### src/rtl/snake_pkg.sv
// Shared encodings for the snake sequencer and mover: directions, FSM states, playfield size.
// Latency: none (constants and a pure function).
// Backpressure: not applicable.
package snake_pkg;

    localparam logic [1:0] DIR_LEFT  = 2'b00;
    localparam logic [1:0] DIR_RIGHT = 2'b01;
    localparam logic [1:0] DIR_UP    = 2'b10;
    localparam logic [1:0] DIR_DOWN  = 2'b11;

    localparam int WIDTH  = 32;
    localparam int HEIGHT = 24;
    localparam int CELLS  = WIDTH * HEIGHT;

    typedef enum logic [2:0] {
        ST_IDLE = 3'd0,
        ST_RUN  = 3'd1,
        ST_EVAL = 3'd2,
        ST_FOOD = 3'd3,
        ST_DEAD = 3'd4
    } state_t;

    // Opposite directions share the axis bit and differ in the sign bit.
    function automatic logic is_reverse(input logic [1:0] a, input logic [1:0] b);
        return (a[1] == b[1]) && (a[0] != b[0]);
    endfunction

endpackage

### src/rtl/snake_lfsr.sv
// 10-bit Fibonacci LFSR (taps 10,7) that advances one position per enabled cycle.
// Latency: value reflects the advance on the clock after en.
// Backpressure: none; en simply holds the state when low.
module snake_lfsr #(
    parameter logic [9:0] seed = 10'h2A5
) (
    input  logic       clk,
    input  logic       rst_n,
    input  logic       en,
    output logic [9:0] value
);

    logic [9:0] lfsr_q;
    logic [9:0] lfsr_d;

    always_comb begin
        lfsr_d = lfsr_q;
        if (en) begin
            lfsr_d = {lfsr_q[8:0], lfsr_q[9] ^ lfsr_q[6]};
        end
    end

    always_ff @(posedge clk or negedge rst_n) begin
        if (!rst_n) begin
            lfsr_q <= seed;
        end else begin
            lfsr_q <= lfsr_d;
        end
    end

    assign value = lfsr_q;

endmodule

### src/rtl/snake_ctrl.sv
// Snake game sequencer: step strobe, direction filter, length/score, food placement FSM.
// Latency: step every tick_div RUN cycles; mover results sampled 2 cycles after step.
// Backpressure: none; FOOD retries a new LFSR candidate each cycle until one is accepted.
module snake_ctrl
    import snake_pkg::*;
#(
    parameter int         max_len   = 16,
    parameter int         num_len   = 10,
    parameter int         init_len  = 5,
    parameter int         tick_div  = 25000000,
    parameter int         food_init = 100,
    parameter logic [9:0] lfsr_seed = 10'h2A5
) (
    input  logic               clk,
    input  logic               rst_n,
    input  logic               start,
    input  logic               dir_valid,
    input  logic [1:0]         dir_req,
    input  logic [num_len-1:0] head_pos,
    input  logic               should_stop,
    output logic               step,
    output logic [1:0]         di,
    output logic [3:0]         len,
    output logic [num_len-1:0] food_pos,
    output logic [7:0]         score,
    output logic [2:0]         game_state
);

    localparam int TW = (tick_div > 1) ? $clog2(tick_div) : 1;

    state_t             state_q, state_d;
    logic               step_q, step_d;
    logic [1:0]         di_q, di_d;
    logic [1:0]         pend_q, pend_d;
    logic [3:0]         len_q, len_d;
    logic [num_len-1:0] food_q, food_d;
    logic [7:0]         score_q, score_d;
    logic [TW-1:0]      tick_q, tick_d;
    logic               settle_q, settle_d;

    logic               lfsr_en;
    logic [9:0]         lfsr_val;
    logic               food_ok;

    snake_lfsr #(
        .seed (lfsr_seed)
    ) u_lfsr (
        .clk   (clk),
        .rst_n (rst_n),
        .en    (lfsr_en),
        .value (lfsr_val)
    );

    assign food_ok = (lfsr_val < 10'(CELLS)) && (num_len'(lfsr_val) != head_pos);

    always_comb begin
        state_d  = state_q;
        step_d   = 1'b0;
        di_d     = di_q;
        pend_d   = pend_q;
        len_d    = len_q;
        food_d   = food_q;
        score_d  = score_q;
        tick_d   = tick_q;
        settle_d = settle_q;
        lfsr_en  = 1'b0;

        if (dir_valid && (state_q == ST_RUN || state_q == ST_EVAL || state_q == ST_FOOD)
                && !is_reverse(dir_req, di_q)) begin
            pend_d = dir_req;
        end

        case (state_q)
            ST_IDLE: begin
                if (start) begin
                    tick_d  = '0;
                    state_d = ST_RUN;
                end
            end
            ST_RUN: begin
                if (tick_q == TW'(tick_div - 1)) begin
                    tick_d   = '0;
                    step_d   = 1'b1;
                    di_d     = pend_q;
                    settle_d = 1'b0;
                    state_d  = ST_EVAL;
                end else begin
                    tick_d = tick_q + 1'b1;
                end
            end
            // First EVAL cycle overlaps the step pulse; the mover head is trusted on the second.
            ST_EVAL: begin
                if (!settle_q) begin
                    settle_d = 1'b1;
                end else begin
                    settle_d = 1'b0;
                    if (should_stop) begin
                        state_d = ST_DEAD;
                    end else if (head_pos == food_q) begin
                        if (len_q < 4'(max_len - 1)) begin
                            len_d = len_q + 4'd1;
                        end
                        if (score_q != 8'hFF) begin
                            score_d = score_q + 8'd1;
                        end
                        state_d = ST_FOOD;
                    end else begin
                        state_d = ST_RUN;
                    end
                end
            end
            ST_FOOD: begin
                lfsr_en = 1'b1;
                if (food_ok) begin
                    food_d  = num_len'(lfsr_val);
                    state_d = ST_RUN;
                end
            end
            ST_DEAD: begin
                if (start) begin
                    di_d    = DIR_RIGHT;
                    pend_d  = DIR_RIGHT;
                    len_d   = 4'(init_len);
                    food_d  = num_len'(food_init);
                    score_d = '0;
                    tick_d  = '0;
                    state_d = ST_IDLE;
                end
            end
            default: begin
                state_d = ST_IDLE;
            end
        endcase
    end

    always_ff @(posedge clk or negedge rst_n) begin
        if (!rst_n) begin
            state_q  <= ST_IDLE;
            step_q   <= 1'b0;
            di_q     <= DIR_RIGHT;
            pend_q   <= DIR_RIGHT;
            len_q    <= 4'(init_len);
            food_q   <= num_len'(food_init);
            score_q  <= '0;
            tick_q   <= '0;
            settle_q <= 1'b0;
        end else begin
            state_q  <= state_d;
            step_q   <= step_d;
            di_q     <= di_d;
            pend_q   <= pend_d;
            len_q    <= len_d;
            food_q   <= food_d;
            score_q  <= score_d;
            tick_q   <= tick_d;
            settle_q <= settle_d;
        end
    end

    assign step       = step_q;
    assign di         = di_q;
    assign len        = len_q;
    assign food_pos   = food_q;
    assign score      = score_q;
    assign game_state = state_q;

endmodule

### config.mk
export PLATFORM = sky130hd
export DESIGN_NAME = snake_ctrl
export DESIGN_NICKNAME = d
export VERILOG_FILES = /design/src/rtl/snake_pkg.sv /design/src/rtl/snake_lfsr.sv /design/src/rtl/snake_ctrl.sv
export SDC_FILE = /design/constraint.sdc
export NUM_CORES = 1
export LEC_CHECK = 0
export BUFFER_PORTS_ARGS = -buffer_cell sky130_fd_sc_hd__buf_2
export CORE_UTILIZATION = 47
export DETAILED_ROUTE_END_ITERATION = 7
export GPL_TIMING_DRIVEN = 0
export PLACE_DENSITY = 0.72
export SKIP_CTS_REPAIR_TIMING = 1
export SLEW_MARGIN = 30
export SYNTH_ARGS = -nofsm -noshare
export SYNTH_HDL_FRONTEND = slang
export SYNTH_SLANG_ARGS = --single-unit
export TNS_END_PERCENT = 20
### constraint.sdc
create_clock -name clk -period 6.1 [get_ports clk]
set_clock_uncertainty 0.05 [all_clocks]
set_input_delay 0.61 -clock clk [delete_from_list [all_inputs] [get_ports clk]]
set_output_delay 0.61 -clock clk [all_outputs]
set_load 0.01 [all_outputs]
==> results of run 1 <==
[layout make-up]
cell class | instances | share of cell area [%]
plain buffers | 11 | 1.50
clock buffers | 9 | 2.96
clock inverters | 7 | 3.38
inverters | 9 | 0.808
multi-input cells | 273 | 42.7
flip-flops and latches | 66 | 39.9
well taps | 99 | 2.96
repair buffers | 45 | 5.81
[flip-flops by register name (all words and copies together), names as in the netlist]
register / cells
tick_q: 25
len: 4
score: 8
game_state: 3
u_lfsr.value: 10
di: 2
food_pos: 10
step: 1
settle_q: 1
pend_q: 2
[placed cells by master, fill, tap and decap left out, drive strengths merged, types with 2 or more instances in the layout]
| cell | Yosys | routed |
|---|---|---|
| and3 | 5 | 5 |
| a41o | 2 | 2 |
| bufinv | 0 | 4 |
| o21ba | 2 | 2 |
| ha | 3 | 3 |
| mux2 | 8 | 8 |
| clkinv | 0 | 2 |
| xor2 | 18 | 18 |
| dfstp | 12 | 12 |
| o31ai | 11 | 11 |
| nor3b | 2 | 2 |
| nand3 | 18 | 18 |
| a31oi | 4 | 4 |
| nor3 | 6 | 6 |
| nor2 | 35 | 35 |
| xnor2 | 23 | 23 |
| o21ai | 19 | 19 |
| nor4 | 7 | 7 |
| nand2 | 42 | 42 |
| mux2i | 10 | 10 |
| nor2b | 4 | 4 |
| or2 | 4 | 4 |
| a41oi | 2 | 2 |
| a21oi | 12 | 12 |
| dfrtp | 54 | 54 |
| buf | 7 | 52 |
| nand2b | 7 | 7 |
| inv | 9 | 9 |
| nand4 | 10 | 10 |
| and4 | 4 | 4 |
| o21a | 2 | 2 |
| clkbuf | 4 | 13 |
[synth_stat cells (3+ instances only)]
master	number
xnor2_1	23
nor4_2	3
nor4_1	4
mux2_2	7
nand2_1	42
and4_1	4
ha_1	3
dfrtp_1	54
nor2_1	34
and3_1	5
a21oi_1	11
inv_1	9
a31oi_1	4
nand4_1	10
mux2i_1	10
o21ai_0	19
buf_2	5
dfstp_2	12
nand2b_1	7
nor3_1	6
clkbuf_1	4
nor2b_1	4
xor2_1	18
o31ai_1	10
nand3_1	18
[power breakdown]
part	total (W)	switching (W)	leakage (nW)	internal, W
logic	0.000602	0.000333	0.914	0.000269
clock network	0.000487	0.000174	0.129	0.000313
registers	0.000685	0.000118	0.846	0.000567
total	0.00177	0.000625	1.89	0.00115
[logic make-up (layout without fill, tap and decap cells)]
logic type	count (synthesis)	in the layout
AOI/OAI and AO/OA	63	63
xor gates and xnor gates	41	41
adders and majority gates	3	3
buffers and inverters	20	81
DFF	66	66
muxes	18	18
and+or+nand+nor	148	148
[metrics by stage]
step                total power, W  cell area (sq um)  hold slack [ps]  instances
floorplan                  0.00110               3550              264        359
global placement           0.00127               3890              411        502
detailed placement         0.00129               3910              421        503
CTS                        0.00178               4180              136        519
global route               0.00188               4180              154        519
finish                     0.00177               4180              127        519
[worst reg2reg max path: stages (launching register included)]
cell     delay, ps
dfstp_2        560
xnor2_1        130
nand4_1        130
nor4_2         580
nand2_1        100
a21oi_1        380
mux2_2         380
[path summary, 6_finish.rpt]
check,start,end,slack (ps),depth (start not counted)
worst max-delay path,food_pos[2],len[0],3730,6
worst min-delay path,rst_n,tick_q[3],130,1
worst max register to register,food_pos[2],len[0],3730,6
worst min register to register,pend_q[0],di[0],440,2
max in group asynchronous,rst_n,u_lfsr.value[5],5280,2
min in group clk,pend_q[0],di[0],440,2
[layer usage]
metal	part of all wire (%)	global-route usage, %	up-vias	routed length, microns
li1	-	-	1380	-
met1	48	29.9	1388	3740
met2	46	33.7	75	3620
met3	4.1	3.92	14	323
met4	1.7	8.65	0	135
met5	0	0	-	0
==> results.md, run 1 <==
- Status: finished clean
- CTS HTree Levels: 3
- Final setup viols: 0
- Cell taking the most area after synthesis: dfrtp_1
- Synth Area in Simple Gates: 21.3%
- CP max stage cell: nor4_2
- Number of global-route vias before repair: 2711
- Fillers: 655
- Final hold violation count: 0
- Worst setup path class: reg -> reg
- Post-route antenna net violation count: 0
- Largest family of logic cells by synthesized area: simple AND/OR/NAND/NOR gates
- GPL Wtd Cong: 0.822
- Num CTS Buffers: 9
- Final period utilization: 38.9%
- Drt drc: 0
- Vias/cell: 5.50
- Overflow after GRT: 0
- Fin crit period: 2370 ps
- Distinct cells, synth: 50
- Die area: 7900 sq um
- Syn Area/Cell: 9.88 sq um
- Antenna cells: 0
- Crit path buffers/inverters: 0
- Startpoint Class: register
- Post-detail-place hpwl: 5460 microns
- Post-Syn Area: 3550 sq um
- Slew headroom: 51.1%
- Pin count of the biggest net entering global routing: 40
- Sequential area share after synthesis: 47.0%
- Max stage delay on crit path: 580 ps
- Die W: 88.9 microns
- Sequential Area: 1670 sq um
- GRT Util Overall: 21.6%
- CTS tree: done
- Synth Area in Adders: 1.06%
- Max VDD drop: 0.269 mV
- Iter 0 DRT Violations: 223
- CTS Buffer Depth: 2
- Crit. End Element: register
- First-pass GRT wire length: 13000 microns
- Actual slew at the worst max-slew pin: 732 ps
- Min-delay worst type: in -> async
- Leak: 1.89 nW
- Final WS setup: 3730 ps
- Delay-heaviest family, CP: simple AND/OR/NAND/NOR gates
- Die height: 88.9 microns
- CP max FO: 5
- Standard-cell rows: 31
- Worst EP required: 6320 ps
- Clock sinks: 66
- Core Area: 7290 sq um
- Yosys warns: 0
- Post-Synth XOR/XNOR Area: 10.1%
- Number of synthesized flops with an enable pin: 0
- Share of layout cells above drive strength 1: 23.8%
- Compound-Gate Fraction of Synth Area: 12.4%
- Max Clk Rate: 0.422 GHz
- Initial Util: 48.6%
- Primary FF master, synth: dfrtp_1
- Area contributors post-synth: dfrtp_1 38%, dfstp_2 8.9%, xnor2_1 5.7%
- Crit path cell chain: xnor2_1 -> nand4_1 -> nor4_2 -> nand2_1 -> a21oi_1 -> mux2_2
- Synth top area share: 38.1%
- Max cap viols: 0
- RSZ-0062 raised after global routing: false
- Critical Path AT: 2590 ps
- Vias: 2857
- Syn-to-layout area delta: 17.9%
- Slew Viols, Final: 0
- Post-synth net total: 379
- Pre-CTS WS: 3550 ps
- Clk root buf: clkbuf_8
- Final core occ: 57.3%
- Mux cell area share after synthesis: 5.47%
- Asr flop ratio synth: 100%
- Clk slew on worst S/H paths: 70 ps
- DR WL/cell: 15.1 microns
- Final WL: 7820 microns
- Synth Register Bits: 66
- Area occupied by multi-input gates: 1780 sq um
- Post-Syn Instances: 359
- Sum Neg Setup Slack: 0 ps
- PD cells: 425 nW/um^2
- Quantity of I/O buffers inserted on ports: 44
- Io pins: 45
- Final nets: 435
- Initial antenna violation count: 0
- TritonRoute pass-1 iters: 5
- Clock Latency Late Sink: 340 ps
(Power assumes the default switching activity.)
==> run 2, diff against run 1 <==
--- a/config.mk
+++ b/config.mk
@@ -5,11 +5,12 @@
 export SDC_FILE = /design/constraint.sdc
 export NUM_CORES = 1
 export LEC_CHECK = 0
+export ABC_AREA = 1
 export BUFFER_PORTS_ARGS = -buffer_cell sky130_fd_sc_hd__buf_2
 export CORE_UTILIZATION = 47
 export DETAILED_ROUTE_END_ITERATION = 7
 export GPL_TIMING_DRIVEN = 0
-export PLACE_DENSITY = 0.72
+export PLACE_DENSITY = 0.71
 export SKIP_CTS_REPAIR_TIMING = 1
 export SLEW_MARGIN = 30
 export SYNTH_ARGS = -nofsm -noshare
==> constraint.sdc (replaced) <==
create_clock -name clk -period 2.35 [get_ports clk]
set_clock_uncertainty 0.05 [all_clocks]
set_input_delay 0.235 -clock clk [delete_from_list [all_inputs] [get_ports clk]]
set_output_delay 0.235 -clock clk [all_outputs]
set_load 0.01 [all_outputs]
==> results.md, run 2 <==
- Status: finished clean
- Synth top area share: 33.7% (-4.4 points)
- Clock Latency Late Sink: 350 ps (about the same)
- Most frequent cells in the layout: 162 x nand2_1, 63 x inv_1, 54 x dfrtp_1
- Crit path buffers/inverters: 1 (+1)
- RSZ-0062 raised after global routing: false
- Max VDD drop: 0.545 mV (+100%)
- Final period utilization: 74.7% (+36 points)
- Min-delay worst type: in -> reg
- Final core occ: 56.1% (-1.2 points)
- Post-Syn Instances: 547 (+52%)
- Clk root buf: clkbuf_8
- Initial Util: 48.8% (+0.13 points)
- PD cells: 867 nW/um^2 (+100%)
- Pwr Total: 0.00399 W (+130%)
- CTS Buffer Depth: 2 (unchanged)
- Most numerous cell in the Yosys netlist: nand2_1
- GPL Wtd Cong: 0.928 (+13%)
- Worst EP required: 2540 ps (-3780 ps)
- Final setup viols: 0 (unchanged)
- Cell taking the most area after synthesis: dfrtp_1
- Core Area: 8220 sq um (+13%)
- Drt drc: 0 (unchanged)
- Post-Syn Area: 4010 sq um (+13%)
- Crit. End Element: register
- Fin crit period: 1750 ps (-616 ps)
- Sequential area share after synthesis: 41.6% (-5.4 points)
- Final nets: 624 (+43%)
- Iter 0 DRT Violations: 197 (-12%)
- Critical Path AT: 1950 ps (-640 ps)
- Share of layout cells above drive strength 1: 20.5% (-3.3 points)
- Met3 Use GR: 4.21% (+0.29 points)
- CTS HTree Levels: 3 (unchanged)
- Slew headroom: 70.4% (+19 points)
- Yosys warns: 0 (unchanged)
- Clock sinks: 66 (unchanged)
- GRT busiest layer: met2
- Largest register by flop count: tick_q
- Delay-heaviest family, CP: simple AND/OR/NAND/NOR gates
- GRT met2 Usage: 37.4% (+3.7 points)
- Die area: 8900 sq um (+13%)
- Crit path cell chain: nor2_2 -> inv_2 -> nor2_2 -> nor2_1 -> nor2_4 -> nand3_2 -> nand2_1 -> nand2_1
- Final WL: 9270 microns (+19%)
- Max cap viols: 0 (unchanged)
- Sum Neg Setup Slack: 0 ps (unchanged)
- Post-detail-place hpwl: 6860 microns (+25%)
- Post-route antenna net violation count: 0 (unchanged)
- First-pass GRT wire length: 15800 microns (+22%)
- Syn-to-layout area delta: 15.0%
- Fillers: 733 (+12%)
- Standard-cell rows: 33 (+6.5%)
- Num CTS Buffers: 9 (unchanged)
- CTS tree: done
- Max stage delay on crit path: 470 ps (-110 ps)
- Primary FF master, synth: dfrtp_1
- DR WL/cell: 13.0 microns (-14%)
- Number of synthesized flops with an enable pin: 0 (unchanged)
- GR Util met1: 30.8% (+0.90 points)
- Overflow after GRT: 0 (unchanged)
- GRT Util Overall: 22.9% (+1.3 points)
- Io pins: 45 (unchanged)
- Pin count of the biggest net entering global routing: 36 (-10%)
- TritonRoute pass-1 iters: 5 (unchanged)
- Fin Hold WS: 102 ps (-25.3 ps)
- Worst setup path class: reg -> reg
- Antenna cells: 0 (unchanged)
- Synth Register Bits: 66 (unchanged)
- Syn Area/Cell: 7.32 sq um (-26%)
- Max Clk Rate: 0.570 GHz (+35%)
- Number of global-route vias before repair: 3457 (+28%)
- Initial antenna violation count: 0 (unchanged)
- Quantity of I/O buffers inserted on ports: 44 (unchanged)
- Actual slew at the worst max-slew pin: 444 ps (-287 ps)
- Most common cell after layout, fill and taps aside: nand2_1
- Asr flop ratio synth: 100% (unchanged)
- Leak: 2.29 nW (+21%)
- Die height: 94.3 microns (+6.2%)
- Vias: 3721 (+30%)
- Slew Viols, Final: 0 (unchanged)
- CP max stage cell: dfrtp_1
- Area contributors post-synth: dfrtp_1 34%, nand2_1 15%, dfstp_2 7.9%
- CP max FO: 8 (+3)
- Startpoint Class: register
- Synth cell count leaders: 162 x nand2_1, 63 x inv_1, 54 x dfrtp_1, 49 x nor2_1, 46 x nand3_1
- Post-synth net total: 567 (+50%)
- Die W: 94.3 microns (+6.2%)
- Max FFs per register: 25 (unchanged)
- Vias/cell: 5.21 (-5.3%)
- Clk slew on worst S/H paths: 80 ps (about the same)
- Distinct cells, synth: 40 (-20%)
- Final hold violation count: 0 (unchanged)
run 2: path summary, 6_finish.rpt:
kind	from	to	slack [ps]	cells past startpoint
max in group asynchronous	rst_n	u_lfsr.value[9]	1340	3
worst max-delay path	game_state[0]	score[0]	600	8
worst min-delay path	dir_req[0]	pend_q[0]	100	3
worst max register to register	game_state[0]	score[0]	600	8
worst min register to register	tick_q[23]	tick_q[23]	440	2
min in group asynchronous	rst_n	score[2]	320	2
run 2: through the flow:
step | area (sq um) | worst slack (ps) | instances
CTS | 4600 | 568 | 713
global placement | 4360 | 636 | 696
global route | 4610 | 409 | 714
detailed placement | 4380 | 600 | 697
floorplan | 4010 | 793 | 547
finish | 4610 | 595 | 714
run 2: area by class of cell:
cell class / instances / area, sq um / share of cell area [%]
clock inverters: 6 / 90.1 / 1.95
multi-input cells: 399 / 1980 / 43.0
clock buffers: 10 / 128 / 2.77
repair buffers: 46 / 253 / 5.48
flip-flops and latches: 66 / 1670 / 36.2
plain buffers: 10 / 81.3 / 1.76
inverters: 72 / 277 / 6.00
well taps: 105 / 131 / 2.85
run 2: kinds of logic (layout without fill, tap and decap cells):
group | count (synthesis) | count (layout) | share of synthesized area (%)
compound gates | 48 | 48 | 6.56
flops | 66 | 66 | 41.6
xor+xnor | 16 | 16 | 3.50
simple gates | 332 | 332 | 38.5
fa+ha+maj | 3 | 3 | 0.937
buf+inv | 82 | 144 | 8.93
run 2: metal layers:
layer,up-vias,wire length [microns]
met2,101,4430
met3,11,450
met5,-,0
met1,1739,4260
met4,0,128
li1,1870,-
run 2: power by group:
part | switching (W) | internal (W)
clock | 0.000463 | 0.000601
combinational | 0.000901 | 0.000510
sequential | 0.000176 | 0.00134
total | 0.00154 | 0.00245
run 2: worst register-to-register path: stages (launching register included):
cell	delay, ps
dfrtp_1	470
nor2_2	190
inv_2	90
nor2_2	170
nor2_1	100
nor2_4	210
nand3_2	220
nand2_1	110
nand2_1	50
==> run 3, diff against run 2 <==
==> constraint.sdc (replaced) <==
create_clock -name clk -period 1.8 [get_ports clk]
set_clock_uncertainty 0.05 [all_clocks]
set_input_delay 0.18 -clock clk [delete_from_list [all_inputs] [get_ports clk]]
set_output_delay 0.18 -clock clk [all_outputs]
set_load 0.01 [all_outputs]
==> results.md, run 3 (synthesized netlist as in run 2, its figures left out) <==
- Status: finished clean
- Worst R2R Path Depth: 11 (+3)
- Startpoint Class: register
- Min-delay worst type: in -> reg
- Clock Latency Late Sink: 350 ps (about the same)
- Fin crit period: 1720 ps (-31.6 ps)
- Die height: 94.3 microns (unchanged)
- Design area: 4680 sq um (+1.6%)
- Max cap viols: 0 (unchanged)
- TritonRoute pass-1 iters: 5 (unchanged)
- Standard-cell rows: 33 (unchanged)
- Final nets: 628 (+0.64%)
- CP endpoint: tick_q[19]
- Overflow after GRT: 0 (unchanged)
- Final hold violation count: 0 (unchanged)
- Crit path cell chain: ha_2 -> nand2_1 -> inv_1 -> nand3_2 -> nor2_2 -> nand3_4 -> nand2_2 -> nand2_2 -> clkinv_4 -> buf_12 -> nor2_1
- Post-route antenna net violation count: 0 (unchanged)
- Syn-to-layout area delta: 16.9%
- GRT Util Overall: 22.9% (unchanged)
- Crit. End Element: register
- Max Clk Rate: 0.580 GHz (+1.8%)
- Clk root buf: clkbuf_8
- Leak: 2.31 nW (+0.64%)
- Crit path depth: 11 (+3)
- Reg-to-reg critical path startpoint: tick_q[0]
- Die area: 8900 sq um (unchanged)
- Initial Util: 48.8% (unchanged)
- Placement Cell Area: 4380 sq um (unchanged)
- Worst EP required: 1980 ps (-560 ps)
- Die W: 94.3 microns (unchanged)
- Max stage delay on crit path: 370 ps (-100 ps)
- Final setup viols: 0 (unchanged)
- Core Area: 8220 sq um (unchanged)
- CTS HTree Levels: 3 (unchanged)
- Max VDD drop: 0.714 mV (+31%)
- Final period utilization: 95.7% (+21 points)
- R2r endpoint: tick_q[19]
- CP max stage cell: dfrtp_1
- Largest register by flop count: tick_q
- Number of global-route vias before repair: 3457 (unchanged)
- Worst Setup SP: tick_q[0]
- Pwr Total: 0.00531 W (+33%)
- Io pins: 45 (unchanged)
- CTS tree: done
- PD cells: 1130 nW/um^2 (+31%)
- CP max FO: 10 (+2)
- Slew Viols, Final: 0 (unchanged)
- Fin Hold WS: 47.7 ps (-54.5 ps)
- Crit path buffers/inverters: 3 (+2)
- First-pass GRT wire length: 15800 microns (unchanged)
- RSZ-0062 raised after global routing: true
- Drt drc: 0 (unchanged)
- Vias: 3760 (+1.0%)
- Slew headroom: 71.1% (+0.71 points)
- Actual slew at the worst max-slew pin: 434 ps (-10.6 ps)
- Sum Neg Setup Slack: 0 ps (unchanged)
- Fillers: 725 (-1.1%)
- Post-detail-place hpwl: 6860 microns (unchanged)
- Initial antenna violation count: 0 (unchanged)
- GPL Wtd Cong: 0.928 (unchanged)
- Delay-heaviest family, CP: simple AND/OR/NAND/NOR gates
- Worst setup path class: reg -> reg
- Num CTS Buffers: 9 (unchanged)
- Clock sinks: 66 (unchanged)
- Final WL: 9510 microns (+2.6%)
- CTS Buffer Depth: 2 (unchanged)
- Quantity of I/O buffers inserted on ports: 44 (unchanged)
- Final core occ: 57.0% (+0.91 points)
- Max FFs per register: 25 (unchanged)
- Critical Path AT: 1910 ps (-40 ps)
- Most used cell, CP: nand2_2
- Antenna cells: 0 (unchanged)
- Most common cell after layout, fill and taps aside: nand2_1
- Share of layout cells above drive strength 1: 21.9% (+1.3 points)
- Most frequent cells in the layout: 162 x nand2_1, 62 x inv_1, 54 x dfrtp_1
- DR WL/cell: 13.2 microns (+2.1%)
- Slack of the worst reg-to-reg path: 80 ps (-520 ps)
- Vias/cell: 5.24 (+0.49%)
- Clk slew on worst S/H paths: 80 ps (about the same)
- Iter 0 DRT Violations: 169 (-14%)
- Pin count of the biggest net entering global routing: 36 (unchanged)
-- run 3: cell count changes in the layout (fill, tap and decap cells not counted), sizes merged --
cell and change:
nand3 +1, buf +3
-- run 3: worst register-to-register path, cell delays in order, from the launching register on --
cell and delay (ps):
dfrtp_1 370, ha_2 190, nand2_1 70, inv_1 90
nand3_2 100, nor2_2 140, nand3_4 120, nand2_2 90
nand2_2 90, clkinv_4 110, buf_12 140, nor2_1 50
-- run 3: worst min path at each step --
stage,startpoint,end,slack (ps),cells past startpoint
6_report,dir_req[0],pend_q[0],50,3
5_1_grt,dir_req[0],pend_q[0],60,3
4_1_cts,rst_n,score[2],-270,1
3_5_place_dp,rst_n,score[2],100,1
3_3_place_gp,tick_q[23],tick_q[23],420,2
2_1_floorplan,rst_n,di[1],-170,0
-- run 3: report_power, final --
group,internal [W],leakage (nW),switching (W)
logic,0.000718,1.34,0.00121
registers,0.00175,0.859,0.000233
clock network,0.000785,0.107,0.000606
-- run 3: metal layers --
metal	vias to the layer above	routed length (microns)	track usage (%)
met5	-	0	0
met4	0	179	7.44
met3	19	437	4.21
met2	102	4600	37.4
met1	1758	4290	30.8
li1	1881	-	-
-- run 3: area by class of cell --
| class | instances | area (sq um) | share of cell area, % |
|---|---|---|---|
| clock inverters | 6 | 90.1 | 1.92 |
| inverters | 72 | 277 | 5.90 |
| flip-flops and latches | 66 | 1670 | 35.6 |
| repair buffers | 49 | 275 | 5.88 |
| clock buffers | 10 | 128 | 2.73 |
| multi-input cells | 400 | 2030 | 43.4 |
| well taps | 105 | 131 | 2.81 |
| plain buffers | 10 | 83.8 | 1.79 |
-- run 3: per-stage QoR --
step / instances / setup WS (ps)
floorplan: 547 / 243
global placement: 696 / 85.6
detailed placement: 697 / 50.3
CTS: 713 / 18.1
global route: 718 / -12.9
finish: 718 / 76.9
